===== config.mk =====
export PLATFORM = sky130hd
export DESIGN_NAME = pipe_stage_reg
export DESIGN_NICKNAME = d
export VERILOG_FILES = /design/src/rtl/pipe_stage_reg.sv
export SDC_FILE = /design/constraint.sdc
export NUM_CORES = 1
export LEC_CHECK = 0
export CAP_MARGIN = 20
export CELL_PAD_IN_SITES_DETAIL_PLACEMENT = 2
export CELL_PAD_IN_SITES_GLOBAL_PLACEMENT = 2
export CORE_UTILIZATION = 21
export CTS_CLUSTER_SIZE = 40
export DETAILED_ROUTE_END_ITERATION = 8
export GPL_TIMING_DRIVEN = 0
export HOLD_SLACK_MARGIN = 0.03
export PLACE_DENSITY_LB_ADDON = 0.08
export SYNTH_ARGS = -nofsm -noshare
export SYNTH_HDL_FRONTEND = slang
export SYNTH_SLANG_ARGS = --single-unit

===== constraint.sdc =====
create_clock -name clk -period 2.3 [get_ports clk]
set_input_delay 0.46 -clock clk [delete_from_list [all_inputs] [get_ports clk]]
set_output_delay 0.46 -clock clk [all_outputs]
set_load 0.02 [all_outputs]

===== src/rtl/pipe_stage_reg.sv =====
// Pipeline stage register with valid/ready on both sides, synchronous flush and a saturating stall counter.
// Define PIPE_STAGE_REG_SKID_EN to add a skid entry so in_ready comes from registered state only.
module pipe_stage_reg #(
    parameter int               WIDTH     = 64,
    parameter logic [WIDTH-1:0] RESET_VAL = '0,
    parameter int               CNT_W     = 16
) (
    input  logic             clk,
    input  logic             rst,
    input  logic             flush,
    input  logic             in_valid,
    output logic             in_ready,
    input  logic [WIDTH-1:0] in_data,
    output logic             out_valid,
    input  logic             out_ready,
    output logic [WIDTH-1:0] out_data,
    output logic [CNT_W-1:0] stall_cnt
);

    typedef enum logic [1:0] {
        ST_EMPTY = 2'd0,
        ST_FULL  = 2'd1,
        ST_SKID  = 2'd2
    } state_t;

    state_t           state, state_nxt;
    logic [WIDTH-1:0] main_q, main_nxt;
    logic             valid_q;
    logic [CNT_W-1:0] cnt_q;
    logic             in_xfer;
    logic             stall;

`ifdef PIPE_STAGE_REG_SKID_EN
    logic [WIDTH-1:0] skid_q, skid_nxt;

    assign in_ready = (state != ST_SKID) && !rst;
`else
    assign in_ready = (!valid_q || out_ready) && !rst;
`endif

    assign in_xfer   = in_valid && in_ready;
    assign stall     = valid_q && !out_ready;
    assign out_valid = valid_q;
    assign out_data  = main_q;
    assign stall_cnt = cnt_q;

    always_comb begin
        state_nxt = state;
        main_nxt  = main_q;
`ifdef PIPE_STAGE_REG_SKID_EN
        skid_nxt  = skid_q;
`endif
        if (flush) begin
            // flush beats both handshakes; an output transfer this cycle still counts as delivered
            state_nxt = ST_EMPTY;
            main_nxt  = RESET_VAL;
`ifdef PIPE_STAGE_REG_SKID_EN
            skid_nxt  = RESET_VAL;
`endif
        end else begin
            case (state)
                ST_EMPTY: begin
                    if (in_xfer) begin
                        state_nxt = ST_FULL;
                        main_nxt  = in_data;
                    end
                end
                ST_FULL: begin
                    if (out_ready) begin
                        if (in_xfer) main_nxt = in_data;
                        else         state_nxt = ST_EMPTY;
                    end
`ifdef PIPE_STAGE_REG_SKID_EN
                    else if (in_xfer) begin
                        state_nxt = ST_SKID;
                        skid_nxt  = in_data;
                    end
`endif
                end
`ifdef PIPE_STAGE_REG_SKID_EN
                ST_SKID: begin
                    if (out_ready) begin
                        state_nxt = ST_FULL;
                        main_nxt  = skid_q;
                    end
                end
`endif
                default: state_nxt = ST_EMPTY;
            endcase
        end
    end

    always_ff @(posedge clk) begin
        if (rst) begin
            state   <= ST_EMPTY;
            main_q  <= RESET_VAL;
            valid_q <= 1'b0;
            cnt_q   <= '0;
        end else begin
            state   <= state_nxt;
            main_q  <= main_nxt;
            valid_q <= (state_nxt != ST_EMPTY);
            // saturate rather than wrap; flush does not touch the count
            if (stall && (cnt_q != {CNT_W{1'b1}}))
                cnt_q <= cnt_q + CNT_W'(1);
        end
    end

`ifdef PIPE_STAGE_REG_SKID_EN
    always_ff @(posedge clk) begin
        if (rst) skid_q <= RESET_VAL;
        else     skid_q <= skid_nxt;
    end
`endif

endmodule

==> qor.yml <==
htree_levels: 3
drc: 0
drt-total-wl_um: 11200
die_area_sq_um: 15400
grt_pass1_wl_um: 17500
cts_tree: "done"
fin_nets: 619
io_buffers: 150
min_path_type: "reg2reg"
min_period_over_period: 0.935
power_density_nw_per_um2: 602
gp_congestion: 0.697
cts-root-buf: "clkbuf_16"
core_sq_um: 14500
fmax_mhz: 465
startpoint: "out_ready"
grt_pass1_vias: 3384
cts_sinks: 83
slew_headroom: 0.632
final_antenna_net_count: 0
clock_latency_ns: 0.34
worstPathRequired_ns: 1.84
dpl_cell_area_sq_um: 4860
numCtsBuffers: 9
clk_pin_slew_ns: 0.06
status: "complete, no violations"
placed_cells: 723
multi_input_area_sq_um: 1370
reg2reg_from: "stall_cnt[0]$_SDFFE_PP0P_"
synth_cell_types: 39
dr.pass1.iters: 4
yosys_warnings: 0
pin_count: 151
overflow: 0
regArea_sq_um: 1660
drv_cap: 0
synth_top_area_frac: 0.530
p_leak_nw: 1.70
ys_ff_latch: 83
dp.final_hpwl_um: 8350
synth_edf_count: 0
area_delta_synth_final_pct: 64.4
antenna_found_initial: 0
drtIter0Drc: 79
ctsHoldBuffers: 0
syn_area_sq_um: 3130
layout-drive-gt1-share: 0.0505
clock_path_buffers: 2
antenna_cells: 0
async_flop_share: 0
drv_slew: 0
avgSynthCellArea_sq_um: 8.05
avgRoutedWirePerCell_um: 15.2
die_h_um: 124
cp_max_fo: 6
vdd_drop_max_v: 0.000326
crit_path_start_kind: "input pin"
cp.arrival_ns: 1.69
synthCells: 389
vias_per_cell: 4.51
tightestPinTransition_ns: 0.548
hold_violations: 0
crit_type: "in2out"
endpoint_kind: "output port"
holdWs_ns: 0.454
ys_seq_area_frac: 0.530
ys_top_cells_by_area: "dfxtp_1 53%, nand2_1 16%, a21oi_1 12%"
setup_violations: 0
period_needed_ns: 2.15
syn-num-nets: 459
grt_max_degree: 13
synth_top_area_cell: "dfxtp_1"
rsz0062_at_grt: "no"
grt_use_total: 0.151
min_from: "out_data[50]$_SDFFE_PP0P_"
fp-row-count: 44
clock_skew_ns: 0.00780
die_x_um: 124
fillers: 1673
final_cells: 738
initial_core_util: 0.216
via_count: 3325
final_area_sq_um: 5150
synthFlopType: "dfxtp_1"
utilization: 0.354
[cells in the mapped netlist, types with 2 or more instances]
master	count
nand4_1	3
and4b_1	2
nand2_1	133
clkbuf_1	17
nor2b_1	5
or3_1	2
a21oi_1	74
inv_1	4
or4_1	5
buf_1	6
mux2_2	4
nor2_1	12
nor3_1	5
nand3_1	6
dfxtp_1	83
o31ai_1	5
[worst max-delay path, stage by stage]
cell             delay [ns]
clkdlybuf4s50_1        0.51
nor2b_2                0.32
nor2_1                 0.07
dlygate4sd2_1          0.33
[layout make-up]
class | instances | area share
Clock inverter | 2 | 0.00194
Inverter | 4 | 0.00292
Buffer | 23 | 0.0202
Tap cell | 184 | 0.0447
Multi-Input combinational cell | 278 | 0.265
Timing Repair Buffer | 150 | 0.291
Clock buffer | 14 | 0.0513
Sequential cell | 83 | 0.323
[per-layer routing]
| metal | share of wire | track usage | up-vias | wire (um) |
|---|---|---|---|---|
| met5 | 0 | 0 | - | 0 |
| met4 | 0.0093 | 0.0409 | 0 | 104 |
| met3 | 0.092 | 0.0737 | 6 | 1040 |
| met2 | 0.47 | 0.244 | 97 | 5330 |
| met1 | 0.42 | 0.176 | 1591 | 4770 |
| li1 | - | - | 1631 | - |
[cells in the final DEF (no fill, tap or decap), types with 2 or more instances in the layout]
cell type / instances
o31ai_1: 5
nor3_1: 5
inv_1: 4
clkinv_2: 2
or3_1: 2
dfxtp_1: 83
nand4_1: 3
clkbuf_1: 17
nand2_1: 133
buf_1: 4
clkbuf_16: 9
and4b_1: 2
clkbuf_2: 2
nand3_1: 6
mux2_2: 4
a21oi_1: 74
clkbuf_8: 2
or4_1: 5
dlygate4sd2_1: 2
clkdlybuf4s50_1: 148
nor2_1: 12
nor2b_1: 4
[registers in the layout, summed over array words and instances (netlist names)]
| name | cells |
|---|---|
| out_data | 64 |
| out_valid | 1 |
| stall_cnt | 16 |
| state | 2 |
[final timing paths]
path,to,slack [ns],cells past startpoint
hold reg to reg,out_data[50]$_SDFFE_PP0P_,0.45,2
hold / removal,out_data[50]$_SDFFE_PP0P_,0.45,2
setup reg to reg,stall_cnt[2]$_SDFFE_PP0P_,0.37,5
setup / recovery,in_ready,0.15,4
[power by group]
| group | leakage, nW | internal [mW] | switching, mW | total [mW] |
|---|---|---|---|---|
| clock | 0.137 | 0.789 | 0.570 | 1.36 |
| combinational | 0.895 | 0.152 | 0.126 | 0.278 |
| sequential | 0.670 | 1.45 | 0.00927 | 1.46 |
[through the flow]
stage                     TNS (ns)  power, mW  worst slack, ns
after floorplan                  0       1.59            0.452
after global placement      -23.76       1.77           -0.813
after detailed placement    -26.52       1.78           -0.843
after CTS                        0       3.19          0.00301
after global routing             0       3.26           0.0734
final                            0       3.10            0.149
[logic make-up (layout without fill, tap and decap cells)]
group	Yosys count	count (layout)	share of synthesized area
mux	5	5	0.0176
simple gates	181	181	0.254
other cells	1	1	0.00120
fa+ha+maj	1	1	0.00399
buf+inv	28	193	0.0359
compound gates	90	90	0.157
flops	83	83	0.530
[what timing repair did]
action                                  in CTS  in global routing
setup buffers                                0                  0
endpoints found under the setup margin      61                 61
resized for setup                            6                  6
Note: power is estimated with default switching activity, not from simulation.
==> patch 1, RTL diff (config.mk and constraints unchanged) <==
Add a define of `PIPE_STAGE_REG_SKID_EN`.
--- a/src/rtl/pipe_stage_reg.sv
+++ b/src/rtl/pipe_stage_reg.sv
@@ -1,5 +1,7 @@
 // Pipeline stage register with valid/ready on both sides, synchronous flush and a saturating stall counter.
 // Define PIPE_STAGE_REG_SKID_EN to add a skid entry so in_ready comes from registered state only.
+`define PIPE_STAGE_REG_SKID_EN
+
 module pipe_stage_reg #(
     parameter int               WIDTH     = 64,
     parameter logic [WIDTH-1:0] RESET_VAL = '0,
Check against the original RTL: not equivalent (a bounded check fails within 4 cycles, from zero or initial values and one cycle with rst high).
==> patch 1 against the unedited design <==
- worst setup slack better by 0.037 ns
- final area up 70%
- power rose by 110%
- sequential cell count up 64
- area after synthesis rose by 93%
- wire length is 100% higher
- via count grew 73%
- register-to-register slack worse by 0.17 ns
==> patch 1: results (changes against the unedited design) <==
detailed_routing:
  routed_wl_mm: 22.6  # +100%
  drt_iter0_drc: 148  # +87%
  vias: 5737  # +73%
yosys:
  synth_top_cells_by_count: "dfxtp_1 (147), nand2_1 (132), a21oi_1 (73), a211oi_1 (66), mux2i_1 (66)"
  synthTopCellsByArea: "dfxtp_1 (49%), mux2i_1 (11%), a211oi_1 (8.2%), nand2_1 (8.2%), a21oi_1 (6.0%)"
  yosysSeqAreaShare: 0.486  # -0.0446
clocking:
  worstSkewPairLatency_ns: 0.43  # +0.09 ns
  cts_buffers: 17  # +8
setup_path:
  cpPeakStageDelay_ns: 0.68  # +0.17 ns
  crit_family: "buffers and inverters"
  arrival_ns: 1.65  # -0.04 ns
  critPathLaunch: "stall_cnt[0]$_SDFFE_PP0P_"
  critPathCapture: "stall_cnt[0]"
  r2r_cells: 6  # +1
  r2r-end: "stall_cnt[11]$_SDFFE_PP0P_"
sta:
  skew_ns: 0.00955  # +0.00174 ns
  worst_pin_slew_ns: 0.843  # +0.295 ns
layout:
  fill_cells: 3140  # +88%
  finalNetCount: 927  # +50%
  drive_above_1_share: 0.101  # +0.0508
pwr:
  worst_ir_drop_vdd_v: 0.000398  # +22%
  leakage_nw: 3.33  # +96%
placed_design:
  post_dp_cell_area_mm2: 0.00803  # +65%
  place_congestion: 0.737  # +5.8%
  post-dp-hpwl_mm: 16.2  # +95%
grt:
  grt_pass1_vias: 6513  # +92%
  grt_pass1_wl_mm: 35.9  # +110%
worst_hold_path:
  hold_path_class: "register to register"
outcome:
  outcome: "complete, no violations"
## patch 1: changes by cell type after synthesis, moves of 3 or more
cell      change
nor4_1        +4
a211oi_1     +65
dfxtp_1      +64
clkbuf_1      +9
nand2b_1      +3
buf_2        +19
o31ai_1       -3
buf_1         +8
or4_1         -3
nor3_1       +60
o21ai_0       +6
or3_1         +3
mux2i_1      +65
## patch 1: metal layers
| layer | track usage | vias to the layer above | wire length, um |
|---|---|---|---|
| met1 | 0.197 | 2833 | 10500 |
| met3 | 0.0298 | 22 | 806 |
| met5 | 0 | - | 13 |
| li1 | - | 2781 | - |
| met4 | 0.0481 | 2 | 255 |
| met2 | 0.278 | 99 | 11100 |
## patch 1: layout make-up
type / instances / area (um^2) / share of cell area
Inverter: 3 / 11.3 / 0.00129
Timing Repair Buffer: 150 / 1500 / 0.172
Multi-Input combinational cell: 477 / 2870 / 0.328
Clock inverter: 12 / 203 / 0.0232
Sequential cell: 147 / 2940 / 0.337
Tap cell: 378 / 473 / 0.0542
Clock buffer: 18 / 439 / 0.0503
Buffer: 61 / 297 / 0.0340
## patch 1: cell families (layout without fill, tap and decap cells)
group / after synthesis / count (layout) / share of synthesized area
buf+inv: 64 / 244 / 0.0444
mux: 69 / 69 / 0.115
compound gates: 156 / 156 / 0.162
fa+ha+maj: 1 / 1 / 0.00206
simple gates: 250 / 250 / 0.190
flops: 147 / 147 / 0.486
xor+xnor: 1 / 1 / 0.00145
## patch 1: stage by stage
step	total power [mW]	instances	hold WS (ns)	worst slack, ns
floorplan	3.00	688	0.436	0.388
global placement	3.35	1216	0.441	-0.792
detailed placement	3.37	1216	0.450	-0.815
CTS	6.53	1246	0.459	0.000782
global route	6.70	1246	0.479	0.000871
finish	6.42	1246	0.457	0.186
## patch 1: repair_timing
item / CTS / global route
setup endpoints to repair: 118 / 86
cloned: 0 / 0
gates resized for setup: 16 / 15
## patch 1: power breakdown
| group | total [mW] | leakage [nW] | switching [mW] | internal [mW] |
|---|---|---|---|---|
| Combinational | 0.664 | 1.83 | 0.359 | 0.305 |
| Clock | 3.11 | 0.313 | 1.16 | 1.95 |
| Sequential | 2.64 | 1.19 | 0.0399 | 2.60 |
| Total | 6.42 | 3.33 | 1.56 | 4.86 |
## patch 1: worst min path at each step
stage / endpoint / slack [ns] / depth (start not counted)
floorplan: skid_q[0]$_SDFFE_PP0P_ / 0.44 / 2
CTS: skid_q[63]$_SDFFE_PP0P_ / 0.46 / 2
global route: skid_q[3]$_SDFFE_PP0P_ / 0.48 / 2
finish: skid_q[63]$_SDFFE_PP0P_ / 0.46 / 2
detailed placement: skid_q[21]$_SDFFE_PP0P_ / 0.45 / 2
global placement: skid_q[61]$_SDFFE_PP0P_ / 0.44 / 2
==> patch 2, RTL diff (config.mk and constraints unchanged) <==
Without the edit above. Register the output `stall_cnt` once more, with the module's reset; this adds one clock of latency there. The other outputs are not delayed to match.
--- a/src/rtl/pipe_stage_reg.sv
+++ b/src/rtl/pipe_stage_reg.sv
@@ -42,7 +42,13 @@
     assign stall     = valid_q && !out_ready;
     assign out_valid = valid_q;
     assign out_data  = main_q;
-    assign stall_cnt = cnt_q;
+    always_ff @(posedge clk) begin
+        if (rst) begin
+            stall_cnt <= '0;
+        end else begin
+            stall_cnt <= cnt_q;
+        end
+    end
 
     always_comb begin
         state_nxt = state;
Function: changed (a bounded check fails within 4 cycles, from zero or initial values and one cycle with rst high).
==> patch 2 against the unedited design <==
- area after synthesis rose by 13%
- final area rose by 9.6%
- sequential cell count increased by 16
- wire length grew 8.0%
- power grew 16%
- non-clock buffer count decreased by 1
- critical path depth did not move
- worst setup slack worse by 0.019 ns
- critical path type unchanged
- largest cell class unchanged
==> patch 2: results (changes against the unedited design) <==
layout:
  drive_above_1_share: 0.0613  # +0.0108
  largest_register_ff_count: 64  # unchanged
  fill_cells: 1843  # +10%
  layoutNonFillerInstCount: 807  # +9.3%
  finalNetCount: 652  # +5.3%
setup_path:
  cpPeakStageDelay_ns: 0.54  # +0.03 ns
  critPathSlowestCell: "clkdlybuf4s50_1"
  r2r_slack_ns: 0.24  # -0.13 ns
  worstPathMaxFanout: 6  # unchanged
  crit_family: "buffers and inverters"
pwr:
  worst_ir_drop_vdd_v: 0.000323  # -0.99%
  leakage_nw: 1.88  # +10%
sta:
  skew_ns: 0.00767  # -0.000133 ns
  worst_slack_ns: 0.130  # -0.0193 ns
  hold_viol: 0  # unchanged
  max_slew_margin: 0.620  # -0.0117
detailed_routing:
  drt_iter0_drc: 79  # unchanged
  drc: 0  # unchanged
  dr_wl_met3_um: 858  # -17%
  post_drt_wl_per_cell_um: 15.0  # -1.3%
  wl_met1_mm: 5.20  # +9.1%
  vias_per_cell: 4.34  # -3.6%
  wl_met2_mm: 5.82  # +9.2%
yosys:
  synthTopCellsByArea: "dfxtp_1 (56%), nand2_1 (14%), a21oi_1 (9.8%), nor2b_1 (2.5%), clkbuf_1 (1.7%)"
  synthesis.nets: 493  # +7.4%
  syn-instance-count: 423  # +8.7%
  yosysSeqAreaShare: 0.560  # +0.0296
  async_flop_share: 0  # unchanged
  synth_top_cells_by_count: "nand2_1 (132), dfxtp_1 (99), a21oi_1 (69), clkbuf_1 (16)"
outcome:
  outcome: "complete, no violations"
placed_design:
  dp.cells: 793  # +9.7%
  post-dp-hpwl_mm: 9.06  # +8.6%
  pre_cts_ws_ns: -1.15  # -0.302 ns
  place_congestion: 0.699  # +0.36%
clocking:
  cts_buffers: 9  # unchanged
  post-cts-setup-buffer-count: 0  # unchanged
  path_clk_slew_ns: 0.07
  max-clock-path-buffers: 2  # unchanged
grt:
  grt_max_degree: 20  # +7
  grt_use_total: 0.145  # -0.00573
  grt_pass1_wl_mm: 19.8  # +13%
  grt_pass1_vias: 3836  # +13%
==> patch 2: changes by cell type in the layout (fill, tap and decap cells not counted), sizes merged, moves of 4 or more <==
cell    before  now
nor2b        5   14
a21oi       74   69
o21ai        2    8
dfxtp       83   99
clkbuf      31   26
inv          4    8
==> patch 2: worst reg2reg max path, delay by kind of cell (launching register included) <==
family                   cells  cell delay (ns)
adder cells (fa/ha/maj)      1             0.32
AND/OR/NAND/NOR              3             0.94
flip-flops                   1             0.41
multiplexers                 1             0.29
==> patch 2: logic make-up (layout without fill, tap and decap cells) <==
| family | Yosys count | in the layout | share of synthesized area |
|---|---|---|---|
| buffers and inverters | 32 | 196 | 0.0364 |
| other | 1 | 1 | 0.00106 |
| DFF | 99 | 99 | 0.560 |
| adders and majority gates | 1 | 1 | 0.00353 |
| muxes | 3 | 3 | 0.00954 |
| xor gates and xnor gates | 1 | 1 | 0.00247 |
| AOI/OAI and AO/OA | 88 | 88 | 0.134 |
| and+or+nand+nor | 198 | 198 | 0.253 |
==> patch 2: repair_timing <==
action / CTS / global route
pin swaps: 0 / 0
setup endpoints to repair: 61 / 62
hold buffers: 0 / 0
resized for setup: 8 / 3
==> patch 2: path summary, 6_finish.rpt <==
kind | from | endpoint | cells past startpoint
setup reg to reg | cnt_q[0]$_SDFFE_PP0P_ | cnt_q[0]$_SDFFE_PP0P_ | 5
hold reg to reg | out_data[49]$_SDFFE_PP0P_ | out_data[49]$_SDFFE_PP0P_ | 2
hold / removal | out_data[49]$_SDFFE_PP0P_ | out_data[49]$_SDFFE_PP0P_ | 2
setup / recovery | out_ready | in_ready | 4
==> patch 2: per-layer routing <==
metal,vias up,global-route usage
li1,1727,-
met1,1674,0.166
met2,90,0.244
met3,14,0.0500
met4,0,0.0633
met5,-,0
==> patch 2: metrics by stage <==
step	setup TNS (ns)	total power [mW]	hold slack, ns	cell area (um^2)	utilization
2_1_floorplan	0	1.88	0.428	3540	-
3_3_place_gp	-35.63	2.06	0.442	5320	0.322
3_5_place_dp	-37.27	2.07	0.451	5320	0.322
4_1_cts	0	3.67	0.464	5630	0.341
5_1_grt	0	3.76	0.478	5640	0.341
6_report	0	3.59	0.455	5640	0.341
==> patch 2: cell type report <==
cell class / count / area, um^2 / share of cell area
plain buffers: 22 / 101 / 0.0180
clock buffers: 10 / 239 / 0.0424
clock inverters: 6 / 65.1 / 0.0115
inverters: 8 / 30.0 / 0.00532
multi-input cells: 292 / 1450 / 0.257
flip-flops and latches: 99 / 1980 / 0.351
well taps: 220 / 275 / 0.0488
repair buffers: 150 / 1500 / 0.266
==> patch 2: report_power, final <==
group,leakage [nW],internal [mW],switching (mW),total (mW)
Combinational,0.931,0.154,0.129,0.283
Sequential,0.799,1.73,0.00939,1.74
Clock,0.148,0.874,0.690,1.56
